--- src/rtl/pc_redirect.sv ---
// Fetch PC selection with prediction, mispredict recovery and stall-deferred predictions.
// Latency: pc updates one cycle after its inputs; flushes and pcinc are combinational.
// Backpressure: stall holds pc (a predicted target is parked in one pending slot); any miss overrides stall.
module pc_redirect #(
    parameter logic [15:0] RESET_PC = 16'h0000
) (
    input  logic        clk,
    input  logic        reset,
    input  logic        stall,
    input  logic        jump_pred,
    input  logic [15:0] jump_pred_adr,
    input  logic        jump_pred_miss,
    input  logic [15:0] pcinc_evac,
    input  logic        jump_pred_adr_miss,
    input  logic [15:0] ALUres_mem,
    output logic [15:0] pc,
    output logic [15:0] pcinc,
    output logic        flush_if,
    output logic        flush_id,
    output logic        flush_ex,
    output logic [1:0]  redirect_state,
    output logic [7:0]  miss_count
);

    typedef enum logic [1:0] {
        IDLE    = 2'd0,
        PRED    = 2'd1,
        RECOVER = 2'd2
    } state_t;

    state_t      state;
    logic        pred_cnt;
    logic        pend_vld;
    logic [15:0] pend_adr;

    logic        miss;
    logic        pred_take;
    logic        pend_consume;
    logic        pred_direct;
    logic [15:0] pc_nxt;

    // A wrong target outranks a wrong direction when both resolve together.
    assign miss         = jump_pred_adr_miss | jump_pred_miss;
    // A new prediction is only accepted when nothing is parked and we are not recovering.
    assign pred_take    = jump_pred & ~miss & (state != RECOVER) & ~pend_vld;
    assign pend_consume = pend_vld & ~stall & ~miss;
    assign pred_direct  = pred_take & ~stall;

    assign pcinc          = pc + 16'd1;
    assign redirect_state = state;

    // Flushes are masked during reset so stray miss inputs cannot leak out.
    assign flush_if = ~reset & (miss | pend_consume | pred_direct);
    assign flush_id = ~reset & miss;
    assign flush_ex = ~reset & miss;

    // Next-PC mux in strict priority order.
    always_comb begin
        pc_nxt = pcinc;
        if (jump_pred_adr_miss)
            pc_nxt = ALUres_mem;
        else if (jump_pred_miss)
            pc_nxt = pcinc_evac;
        else if (stall)
            pc_nxt = pc;
        else if (pend_vld)
            pc_nxt = pend_adr;
        else if (pred_take)
            pc_nxt = jump_pred_adr;
    end

    // PC register.
    always_ff @(posedge clk or posedge reset) begin
        if (reset)
            pc <= RESET_PC;
        else
            pc <= pc_nxt;
    end

    // One-entry slot for a prediction that arrived while the front end was stalled.
    always_ff @(posedge clk or posedge reset) begin
        if (reset) begin
            pend_vld <= 1'b0;
            pend_adr <= 16'h0000;
        end else if (miss || pend_consume) begin
            pend_vld <= 1'b0;
        end else if (pred_take && stall) begin
            pend_vld <= 1'b1;
            pend_adr <= jump_pred_adr;
        end
    end

    // Redirect FSM: PRED is a fixed 2-cycle window (restartable), RECOVER lasts one cycle.
    always_ff @(posedge clk or posedge reset) begin
        if (reset) begin
            state    <= IDLE;
            pred_cnt <= 1'b0;
        end else if (miss) begin
            state    <= RECOVER;
            pred_cnt <= 1'b0;
        end else if (pend_consume || pred_direct) begin
            state    <= PRED;
            pred_cnt <= 1'b0;
        end else begin
            case (state)
                PRED: begin
                    if (pred_cnt)
                        state <= IDLE;
                    pred_cnt <= ~pred_cnt;
                end
                default: begin
                    state    <= IDLE;
                    pred_cnt <= 1'b0;
                end
            endcase
        end
    end

    // Saturating count of miss cycles.
    always_ff @(posedge clk or posedge reset) begin
        if (reset)
            miss_count <= 8'h00;
        else if (miss && miss_count != 8'hFF)
            miss_count <= miss_count + 8'd1;
    end

endmodule

--- config.mk ---
export PLATFORM = sky130hd
export DESIGN_NAME = pc_redirect
export DESIGN_NICKNAME = d
export VERILOG_FILES = /design/src/rtl/pc_redirect.sv
export SDC_FILE = /design/constraint.sdc
export NUM_CORES = 1
export LEC_CHECK = 0
export ABC_AREA = 0
export CORE_MARGIN = 1
export CORE_UTILIZATION = 49
export CTS_CLUSTER_DIAMETER = 50
export DETAILED_ROUTE_END_ITERATION = 6
export PLACE_DENSITY = 0.94
export SYNTH_ARGS = -nofsm -noshare
export SYNTH_HDL_FRONTEND = slang
export SYNTH_SLANG_ARGS = --single-unit
--- constraint.sdc ---
create_clock -name clk -period 5.6 [get_ports clk]
set_clock_uncertainty 0.2 [all_clocks]
set_input_delay 0.84 -clock clk [delete_from_list [all_inputs] [get_ports clk]]
set_output_delay 0.84 -clock clk [all_outputs]
set_load 0.005 [all_outputs]
After elaboration in Yosys (flattened, before gate mapping)
Index checks and enable logic that the tools add are counted.
- div/mod/pow operators: 0
- shift-type cells: 0
- multiplexer cells: 14
- reductions and logical operators: 6
- $lt $le $gt $ge: 0
- add/sub/neg operators: 2
- equality and inequality tests: 5
- bitwise logic cells: 17
- multipliers: 0
- operators with widths (operator ; count):
    $mux 16 ; 5
    $add 16x1->16 const B ; 1
    $add 8x1->8 const B ; 1
    $and 1x1->1 ; 8
    $mux 2 ; 4
    $ne 8x8->1 const B ; 1
    $not 1->1 ; 6
    $mux 1 ; 5
    $ne 4x4->1 const B ; 1
    $ne 3x1->1 const B ; 1
    $or 1x1->1 ; 3
    $eq 2x1->1 const B ; 1
    $logic_and 1x1->1 ; 2
    $logic_or 1x1->1 ; 2
    $ne 2x2->1 const B ; 1
    $reduce_and 2->1 ; 1
    $reduce_bool 2->1 ; 1
- latch bits: 0
- memory bits (read-only): 0
- memories kept: 0
- word-level logic and storage cells: 50
- RAM bits: 0
- output and inout bits: 45
- bits in registers: 44

Logic depth before layout (Yosys ltp)
- depth after elaboration: 10
- gate-level depth with buffers: 8
- depth with buffers taken out: 6

Worst setup path after synthesis
Ideal clock, no wire load.
- path kind: in2out
- from: input reset
- to: output flush_if
- setup slack: 2530 ps
- data required time: 4560 ps
- stages: 2
- data arrival time: 2030 ps
- cells stage by stage: inv_1 and2_1
- cells in the longest elaborated chain, start to end: 2
- RTL lines (what ; RTL line ; source):
    start, declared ; 8 ; input logic reset,
    $not 1->1 ; 53 ; assign flush_if = ~reset & (miss | pend_consume | pred_direct);
    $and 1x1->1 ; 53 ;
    end, declared ; 18 ; output logic flush_if,
Every way passes these cells.

Worst setup path in the final report
- from: input jump_pred_miss
- to: output flush_if
- cells in the longest elaborated chain, start to end: 8
- RTL lines (what ; RTL line ; source):
    start, declared ; 12 ; input logic jump_pred_miss,
    $or 1x1->1 (*) ; 43 ; assign miss = jump_pred_adr_miss | jump_pred_miss;
    $not 1->1 ; 45, 46 ;
    $and 1x1->1 (3 in a row) ; 45 ; assign pred_take = jump_pred & ~miss & (state != RECOVER) & ~pend_vld;
    $and 1x1->1 ; 47 ; assign pred_direct = pred_take & ~stall;
    $or 1x1->1 (*) ; 53 ;
    $and 1x1->1 (*) ; 53 ;
Mark *: on every way between the ends. The rest lies on a longest branch, timed or not.

==> out/metrics.cfg <==
[run_status]
status=complete, no violations

[drt]
vias=2846
drt-pass1-iter-count=5
routedWlPerCell_um=18.04
drc=0
ant_nets=0
drt-total-wl_mm=8.427
vias_per_cell=6.094
drt_iter0_markers=325

[clock_network]
cts-root-buf=clkbuf_8
clk_latency_ps=300
clk_pin_slew_ps=80
ctsHtreeMaxLevel=2
clock-sinks=44
ctsHoldBuffers=0
post_cts_buffers=0
max-clock-path-buffers=2
tritoncts=built
cts_resized=0
numCtsBuffers=5

[sta]
report.final.hold_viol_count=0
slew_violations=0
final.min_clock_period_ps=4320
maxSlewHeadroom_pct=48.81
finalSetupTns_ps=0
worstMarginPinSlew_ps=767.9
setup_viol=0
max_freq_ghz=0.2315
min_period_over_period_pct=77.13
grt_setup_unrepaired=no

[logic_synthesis]
syn-mean-instance-area_um2=8.934
ys_types=46
synthCells=307
yosysWarnings=0
ys_top_cells_by_area=dfrtp_1, mux2_2, a21oi_1
ys_ff_latch=44
synthFlopType=dfrtp_1
yosysTopAreaCell=dfrtp_1
syn-num-nets=363
synth_edf_count=0
async_flop_share_pct=100.0
synth_top_area_share_pct=40.15
synth.cell_area_mm2=0.002743
yosysSeqAreaShare_pct=40.15

[grt]
grt_max_degree=45
grt_use_total_pct=29.64
overflow=0
grt_pass1_vias=2837
grt_pass1_wl_mm=13.83
antenna_found_initial=0

[worst_hold_path]
hold_class=register to register
min_delay_path_depth=1

[worst_setup_path]
crit_fanout=20
critPathCaptureType=output pin
path_class=input pin to output pin
reg2regPathDepth=4
crit_required_ps=4560
cp.arrival_ps=3280
crit_path_start_kind=input pin

[die]
start_util_pct=52.37
die_w_um=76.82
die_y_um=76.82
ioPinCount=99
dieArea_mm2=0.005901
core_area_mm2=0.005238
std_cell_rows=26

[run]
cap_violations=0

[placement]
dp.cells=459
globalplace.congestion=0.8573
dp_hpwl_mm=6.022
portBuffers=98

[final_layout]
stdcell_count=467
fin_nets=452
most-common-layout-cells=clkdlybuf4s50_1, dfrtp_1, nand2_1
final_layout_size_suffix_gt1_share_pct=8.564
antenna_cells=0
syn2layout_area_growth_pct=40.10
layout_commonest_cell=clkdlybuf4s50_1

[pwr]
ir_drop_v=0.0002318
power_density_mw_per_mm2=272.5
p_leak_nw=1.575

-- final timing paths --
path                                      from            end  slack (ps)
worst max-delay path            jump_pred_miss       flush_if        1280
worst min-delay path             miss_count[7]  miss_count[7]         300
worst max register to register        pend_vld   pend_adr[11]        2200
worst min register to register   miss_count[7]  miss_count[7]         300
max in group asynchronous                reset   pend_adr[14]        3990
min in group asynchronous                reset  miss_count[0]         830
-- critical path, stage by stage --
cell and delay [ps]:
clkdlybuf4s50_1 770, nor2_1 730, o21ai_0 260, and2_1 220
clkdlybuf4s50_1 450
-- through the flow --
step	setup WS [ps]	area, µm²	total power [mW]	hold WS [ps]	utilization, %
final	1280	3842	1.047	301.7	73.36
after detailed placement	1377	3749	0.8349	284.9	71.57
after floorplan	2530	2743	0.6183	270.1	-
after global routing	1102	3842	1.099	325.6	73.36
after global placement	1441	3749	0.8157	280.0	71.57
after CTS	1339	3842	1.045	299.0	73.36
-- per-layer routing --
metal  part of all wire (%)  global-route usage (%)
met1                     39                   36.61
met2                     50                   49.82
met3                    9.1                   5.714
met4                    2.3                   13.46
met5                      0                       0
-- layout make-up --
| cell class | instances | area (µm²) |
|---|---|---|
| multi-input combinational | 231 | 1511 |
| fill | 387 | 1395 |
| sequential | 44 | 1101 |
| timing repair buffer | 100 | 996.0 |
| tap | 70 | 87.58 |
| clock buffer | 7 | 86.33 |
| inverter | 14 | 52.55 |
| clock inverter | 1 | 7.507 |
-- sequential cells by signal, summed over array words and instances, names as in the netlist --
| register | cells |
|---|---|
| pred_cnt | 1 |
| pc | 16 |
| redirect_state | 2 |
| pend_adr | 16 |
| pend_vld | 1 |
| miss_count | 8 |
-- power by group --
| group | switching (mW) | total, mW | internal (mW) |
|---|---|---|---|
| registers | 0.0806 | 0.465 | 0.385 |
| clock network | 0.111 | 0.211 | 0.100 |
| logic | 0.139 | 0.370 | 0.231 |
| total | 0.331 | 1.05 | 0.716 |
-- cells in the mapped netlist (2+ instances only) --
master     count
xor2_1         5
o211ai_1       8
mux2_2        20
or3_4          2
or3_1          3
nor4_1         2
a31oi_1        6
o32a_1         7
clkbuf_1      11
nor2_1        26
inv_1         12
nor2b_1        2
o211a_1        2
nand2_1       34
a2111oi_0      3
a21oi_1       29
ha_1           2
xnor2_1       14
o21ai_0       12
o2bb2ai_1      2
a211o_1        4
or2_1          2
nand4_1        4
dfrtp_1       44
nand3_1       16
and3_1         3
a221o_1        2
a21o_1         5
buf_2          5
nand2b_1       4
-- logic make-up after synthesis --
family / synth area share (%)
AND/OR/NAND/NOR: 18.29
AO/OA/AOI/OAI: 21.26
flip-flops: 40.15
buffers and inverters: 4.744
multiplexers: 8.577
XOR/XNOR: 6.068
adder cells (fa/ha/maj): 0.9123
No activity file was read; power rests on OpenSTA's default activity.
